## src/rtl/nrzi_pkg.sv

```systemverilog
`default_nettype none
// ============================================================================
// Module   : nrzi_pkg
// Brief    : Shared constants for the NRZI serial link (receiver and transmitter)
// Revision : 1.0  initial release
// ============================================================================
package nrzi_pkg;

  typedef logic [1:0] state_t;

  localparam state_t IDLE = 2'd0;
  localparam state_t HUNT = 2'd1;
  localparam state_t DATA = 2'd2;

  localparam logic [7:0] SYNC_DEFAULT      = 8'hA5;
  localparam int         STUFF_RUN_DEFAULT = 6;

endpackage
`default_nettype wire

```

## src/rtl/nrzi_bit_decoder.sv

```systemverilog
`default_nettype none
// ============================================================================
// Module   : nrzi_bit_decoder
// Brief    : NRZI decode (toggle = 1) plus run-of-ones tracking for destuffing
// Revision : 1.0  initial release
// ============================================================================
module nrzi_bit_decoder
  import nrzi_pkg::*;
#(
  parameter int STUFF_RUN = STUFF_RUN_DEFAULT
) (
  input  logic clk,
  input  logic rst,
  input  logic line_in,
  input  logic bit_en,
  input  logic in_data,
  input  logic ones_clr,
  output logic dec_bit,
  output logic dec_strobe,
  output logic stuff_drop,
  output logic stuff_err
);

  logic       r_prev_line;
  logic [2:0] r_ones;
  logic       w_at_run;

  assign dec_bit    = line_in ^ r_prev_line;
  assign dec_strobe = bit_en;
  assign w_at_run   = (r_ones == 3'(STUFF_RUN));
  // Once the run limit is reached the next bit must be the stuffed 0.
  assign stuff_drop = bit_en & in_data & w_at_run & ~dec_bit;
  assign stuff_err  = bit_en & in_data & w_at_run &  dec_bit;

  always_ff @(posedge clk or negedge rst) begin
    if (!rst) begin
      r_prev_line <= 1'b0;
      r_ones      <= 3'd0;
    end else begin
      if (bit_en) begin
        r_prev_line <= line_in;
      end
      if (ones_clr) begin
        r_ones <= 3'd0;
      end else if (bit_en && in_data) begin
        if (w_at_run || !dec_bit) begin
          r_ones <= 3'd0;
        end else begin
          r_ones <= r_ones + 3'd1;
        end
      end
    end
  end

endmodule
`default_nettype wire

```

## src/rtl/nrzi_frame_rx.sv

```systemverilog
`default_nettype none
// ============================================================================
// Module   : nrzi_frame_rx
// Brief    : NRZI frame receiver: sync hunt, destuffing, byte assembly, 1-entry slot
// Revision : 1.0  initial release
// ============================================================================
module nrzi_frame_rx
  import nrzi_pkg::*;
#(
  parameter logic [7:0] SYNC        = SYNC_DEFAULT,
  parameter int         FRAME_BYTES = 4,
  parameter int         STUFF_RUN   = STUFF_RUN_DEFAULT
) (
  input  logic       clk,
  input  logic       rst,
  input  logic       line_in,
  input  logic       bit_en,
  output logic [7:0] data_out,
  output logic       data_valid,
  input  logic       data_ready,
  output logic       data_last,
  output logic       frame_err,
  output logic       overflow
);

  state_t     r_state;
  state_t     w_next_state;
  logic [7:0] r_shreg;
  logic [2:0] r_bitcnt;
  logic [7:0] r_bytecnt;

  logic       w_dec_bit;
  logic       w_dec_strobe;
  logic       w_stuff_drop;
  logic       w_stuff_err;
  logic [7:0] w_new_shreg;
  logic       w_sync_hit;
  logic       w_shift;
  logic       w_byte_done;
  logic       w_last;
  logic       w_load;

  nrzi_bit_decoder #(
    .STUFF_RUN (STUFF_RUN)
  ) u_dec (
    .clk        (clk),
    .rst        (rst),
    .line_in    (line_in),
    .bit_en     (bit_en),
    .in_data    (r_state == DATA),
    .ones_clr   (w_sync_hit),
    .dec_bit    (w_dec_bit),
    .dec_strobe (w_dec_strobe),
    .stuff_drop (w_stuff_drop),
    .stuff_err  (w_stuff_err)
  );

  always_ff @(posedge clk or negedge rst) begin
    if (!rst) begin
      r_state <= IDLE;
    end else begin
      r_state <= w_next_state;
    end
  end

  always_comb begin
    w_next_state = r_state;
    case (r_state)
      IDLE:    if (w_dec_strobe) w_next_state = HUNT;
      HUNT:    if (w_sync_hit) w_next_state = DATA;
      DATA:    if (w_stuff_err || w_last) w_next_state = HUNT;
      default: w_next_state = IDLE;
    endcase
  end

  always_comb begin
    w_new_shreg = {w_dec_bit, r_shreg[7:1]};
    w_sync_hit  = 1'b0;
    w_shift     = 1'b0;
    case (r_state)
      HUNT:    w_sync_hit = w_dec_strobe && (w_new_shreg == SYNC);
      DATA:    w_shift    = w_dec_strobe && !w_stuff_drop && !w_stuff_err;
      default: ;
    endcase
    w_byte_done = w_shift && (r_bitcnt == 3'd7);
    w_last      = w_byte_done && (r_bytecnt == 8'(FRAME_BYTES - 1));
    // Same-cycle accept frees the slot for the completing byte.
    w_load      = w_byte_done && (!data_valid || data_ready);
  end

  always_ff @(posedge clk or negedge rst) begin
    if (!rst) begin
      r_shreg    <= 8'd0;
      r_bitcnt   <= 3'd0;
      r_bytecnt  <= 8'd0;
      data_out   <= 8'd0;
      data_valid <= 1'b0;
      data_last  <= 1'b0;
      frame_err  <= 1'b0;
      overflow   <= 1'b0;
    end else begin
      if (r_state == HUNT && w_dec_strobe) begin
        r_shreg <= w_new_shreg;
      end else if (r_state == DATA) begin
        // Leaving DATA wipes the shifter so payload bits can't form a sync.
        if (w_stuff_err || w_last) begin
          r_shreg <= 8'd0;
        end else if (w_shift) begin
          r_shreg <= w_new_shreg;
        end
      end

      if (w_sync_hit) begin
        r_bitcnt  <= 3'd0;
        r_bytecnt <= 8'd0;
      end else begin
        if (w_shift) r_bitcnt <= r_bitcnt + 3'd1;
        if (w_byte_done) r_bytecnt <= r_bytecnt + 8'd1;
      end

      if (w_load) begin
        data_out   <= w_new_shreg;
        data_last  <= w_last;
        data_valid <= 1'b1;
      end else if (data_valid && data_ready) begin
        data_valid <= 1'b0;
      end

      frame_err <= w_stuff_err;
      overflow  <= w_byte_done && data_valid && !data_ready;
    end
  end

endmodule
`default_nettype wire

```

## config.mk

```make
export PLATFORM = sky130hd
export DESIGN_NAME = nrzi_frame_rx
export DESIGN_NICKNAME = d
export VERILOG_FILES = /design/src/rtl/nrzi_pkg.sv /design/src/rtl/nrzi_bit_decoder.sv /design/src/rtl/nrzi_frame_rx.sv
export SDC_FILE = /design/constraint.sdc
export NUM_CORES = 1
export LEC_CHECK = 0
export ABC_AREA = 1
export BUFFER_PORTS_ARGS = -buffer_cell sky130_fd_sc_hd__buf_2
export CORE_AREA = 4 4 74 69
export DETAILED_ROUTE_END_ITERATION = 12
export DIE_AREA = 0 0 78 73
export PLACE_DENSITY = 0.65
export SLEW_MARGIN = 5
export SYNTH_ARGS = -nofsm -noshare
export SYNTH_HDL_FRONTEND = slang
export SYNTH_HIERARCHICAL = 1
export SYNTH_SLANG_ARGS = --single-unit
```

## constraint.sdc

```tcl
create_clock -name clk -period 1.9 [get_ports clk]
set_input_delay 0.38 -clock clk [delete_from_list [all_inputs] [get_ports clk]]
set_output_delay 0.38 -clock clk [all_outputs]
set_load 0.01 [all_outputs]
```

==> impl_metrics.tcl <==
set metrics [dict create \
    status "complete, no violations" \
    leakagePower_nw 1.24 \
    grt_pass1_wl_um 6790 \
    syn_inst 231 \
    fin_skew_ns 0.00468 \
    critPathMostFrequentCell "nand3_4" \
    hold_viol_final 0 \
    antenna_found_initial 0 \
    cts_root_buffer "clkbuf_8" \
    die_h_um 73 \
    synthDistinctLibCells 24 \
    drtIter0Drc 92 \
    area_delta_synth_final_pct 18.5 \
    dp_hpwl_um 2740 \
    via_per_inst 4.72 \
    track_usage_pct 15.5 \
    cts_tree "built" \
    via_count 1534 \
    period_share_pct 91.3 \
    h-tree-depth 2 \
    rows 23 \
    syn_area_um2 1940 \
    layout_commonest_cell "nand2_1" \
    required_ns 2.08 \
    portBuffers 16 \
    slew_violations 0 \
    postRouteAntennaNets 0 \
    ys_ff_latch 36 \
    cts_hold_buf 0 \
    die_area_um2 5690 \
    grt_overflow_total 0 \
    drive_gt1_share_pct 27.0 \
    power.density_nw_per_um2 804 \
    grt_start_max_net_pins 37 \
    crit_path_max_fanout 7 \
    clock.fmax_mhz 576 \
    clock_path_buffers 2 \
    crit_chain "ha_1 > nand4_1 > nor2_1 > inv_1 > nand3_2 > nor2_4 > nand3_4 > nand3_4 > nand2_4 > nand2_1 > o21ai_1" \
    critical_path_class "reg -> reg" \
    final_cell_mix "nand2_1, dfrtp_1, nand3_1" \
    arrival_ns 1.92 \
    crit_path_end_kind "flip-flop" \
    cts.clk_slew.worst_paths_ns 0.07 \
    final_cell_count_no_fill 325 \
    ys_seq_area_share_pct 46.4 \
    place_congestion 0.801 \
    ios 17 \
    finalCriticalPeriod_ns 1.74 \
    cts.sinks 36 \
    synth_fp_nets 241 \
    fin_tns_setup_ns 0 \
    cp-start-kind "flip-flop" \
    setup_viol 0 \
    min_path_type "in -> async" \
    tightest_slew_ns 0.448 \
    fin_hold_ws_ns 0.122 \
    wire_per_inst_um 11.5 \
    placed_cells 315 \
    critical-path-max-stage-delay_ns 0.40 \
    die_w_um 78 \
    drt_wl_total_um 3740 \
    insertion_delay_ns 0.29 \
    initial_core_util_pct 44.7 \
    grt_pass1_vias 1505 \
    slew_headroom_pct 70.1 \
    coreArea_um2 4350 \
    yosysWarnings 6 \
    r2r_cells 11 \
    critical-path-slowest-cell "dfrtp_1" \
    synth.avg_cell_area_um2 8.41 \
    cts_buffers 5 \
    ir_drop_mv 0.462 \
    max_cap_violations 0 \
    firstDrtPassIters 5 \
    antenna_cells 0 \
    fill_cells 419 \
    fin_nets 272 \
    route.detailed.drc 0 \
]
## area by class of cell
class                      instances  area (um2)  share of cell area [%]
clock buffer                       6        72.6                    3.15
clock inverter                     2        35.0                    1.52
inverter                          26        97.6                    4.24
multi-input combinational        166         957                    41.6
sequential                        36         901                    39.1
tap                               62        77.6                    3.37
timing repair buffer              27         163                    7.06
## metal layers
| layer | track usage, % | vias to the layer above | part of all wire (%) |
|---|---|---|---|
| li1 | - | 803 | - |
| met1 | 19.4 | 695 | 47 |
| met2 | 24.8 | 34 | 47 |
| met3 | 6.17 | 2 | 5.7 |
| met4 | 4.66 | 0 | 0.64 |
| met5 | 0 | - | 0 |
## kinds of logic (layout without fill, tap and decap cells)
group,count (synthesis),in the layout,share of synthesized area (%)
simple gates,131,132,32.7
fa+ha+maj,5,5,3.22
xor+xnor,6,6,2.70
flops,36,36,46.4
buf+inv,30,61,7.15
compound gates,23,23,7.86
## path summary, 6_finish.rpt
kind                                                 endpoint  slack, ns                   startpoint
min in group clk                u_dec/r_prev_line$_DFFE_PN0P_       0.33                      line_in
worst max register to register         r_shreg[7]$_DFFE_PN0P_       0.16  u_dec/r_ones[1]$_DFFE_PN0P_
worst min-delay path                   r_shreg[4]$_DFFE_PN0P_       0.12                          rst
worst max-delay path                   r_shreg[7]$_DFFE_PN0P_       0.16  u_dec/r_ones[1]$_DFFE_PN0P_
max in group asynchronous            r_bytecnt[6]$_DFFE_PN0P_       1.46                          rst
worst min register to register        data_out[1]$_DFFE_PN0P_       0.47      data_out[1]$_DFFE_PN0P_
## sequential cells by signal, indices dropped and copies added (netlist names)
| name | cells |
|---|---|
| frame_err | 1 |
| r_state | 2 |
| data_out | 8 |
| r_shreg | 7 |
| u_dec/r_ones | 3 |
| r_bitcnt | 3 |
| u_dec/r_prev_line | 1 |
| data_valid | 1 |
| overflow | 1 |
| data_last | 1 |
| r_bytecnt | 8 |
## where the power goes
part	switching, mW	total, mW	leakage, nW	internal, mW
Clock	0.267	0.657	0.0552	0.389
Combinational	0.192	0.296	0.695	0.105
Sequential	0.0771	0.900	0.486	0.823
## worst max-delay path, delay by kind of cell, from the launching register on
kind / cells / cell delay, ns
compound gates: 1 / 0.06
fa+ha+maj: 1 / 0.20
buf+inv: 1 / 0.11
flops: 1 / 0.40
simple gates: 8 / 0.84
## Yosys cell counts
cell / n / share of area [%]
ha_1: 5 / 3.2
nand4_1: 2 / 0.64
inv_2: 3 / 0.58
o21ai_0: 2 / 0.52
nor2_8: 1 / 1.0
o21ai_2: 10 / 4.5
nand2_2: 7 / 2.3
xor2_1: 4 / 1.8
dfrtp_1: 36 / 46
xnor2_1: 2 / 0.90
inv_1: 23 / 4.4
nand3_1: 24 / 6.2
nand3_4: 2 / 1.8
nand2_1: 64 / 12
o21ai_1: 5 / 1.3
buf_4: 1 / 0.39
nor2_1: 17 / 3.3
nand3_2: 2 / 1.0
nor3_1: 4 / 1.0
a21oi_1: 6 / 1.5
nor2_4: 2 / 1.2
buf_6: 3 / 1.7
nor4_1: 3 / 0.97
nor2_2: 3 / 0.97
## per-stage QoR
step	cell area [um2]	power (mW)	util (%)	worst slack (ns)
after CTS	2240	1.84	51.6	0.00445
final	2300	1.85	53.0	0.164
after global placement	2130	1.17	49.1	0.0261
after global routing	2300	1.98	53.0	-0.0214
after detailed placement	2130	1.18	49.1	0.0188
after floorplan	1940	1.09	-	0.0857
## what timing repair did
action,in CTS,in global routing
endpoints found under the hold margin,0,0
setup endpoints to repair,0,17
resized for setup,0,11
setup buffers,0,1
(Power assumes the default switching activity.)
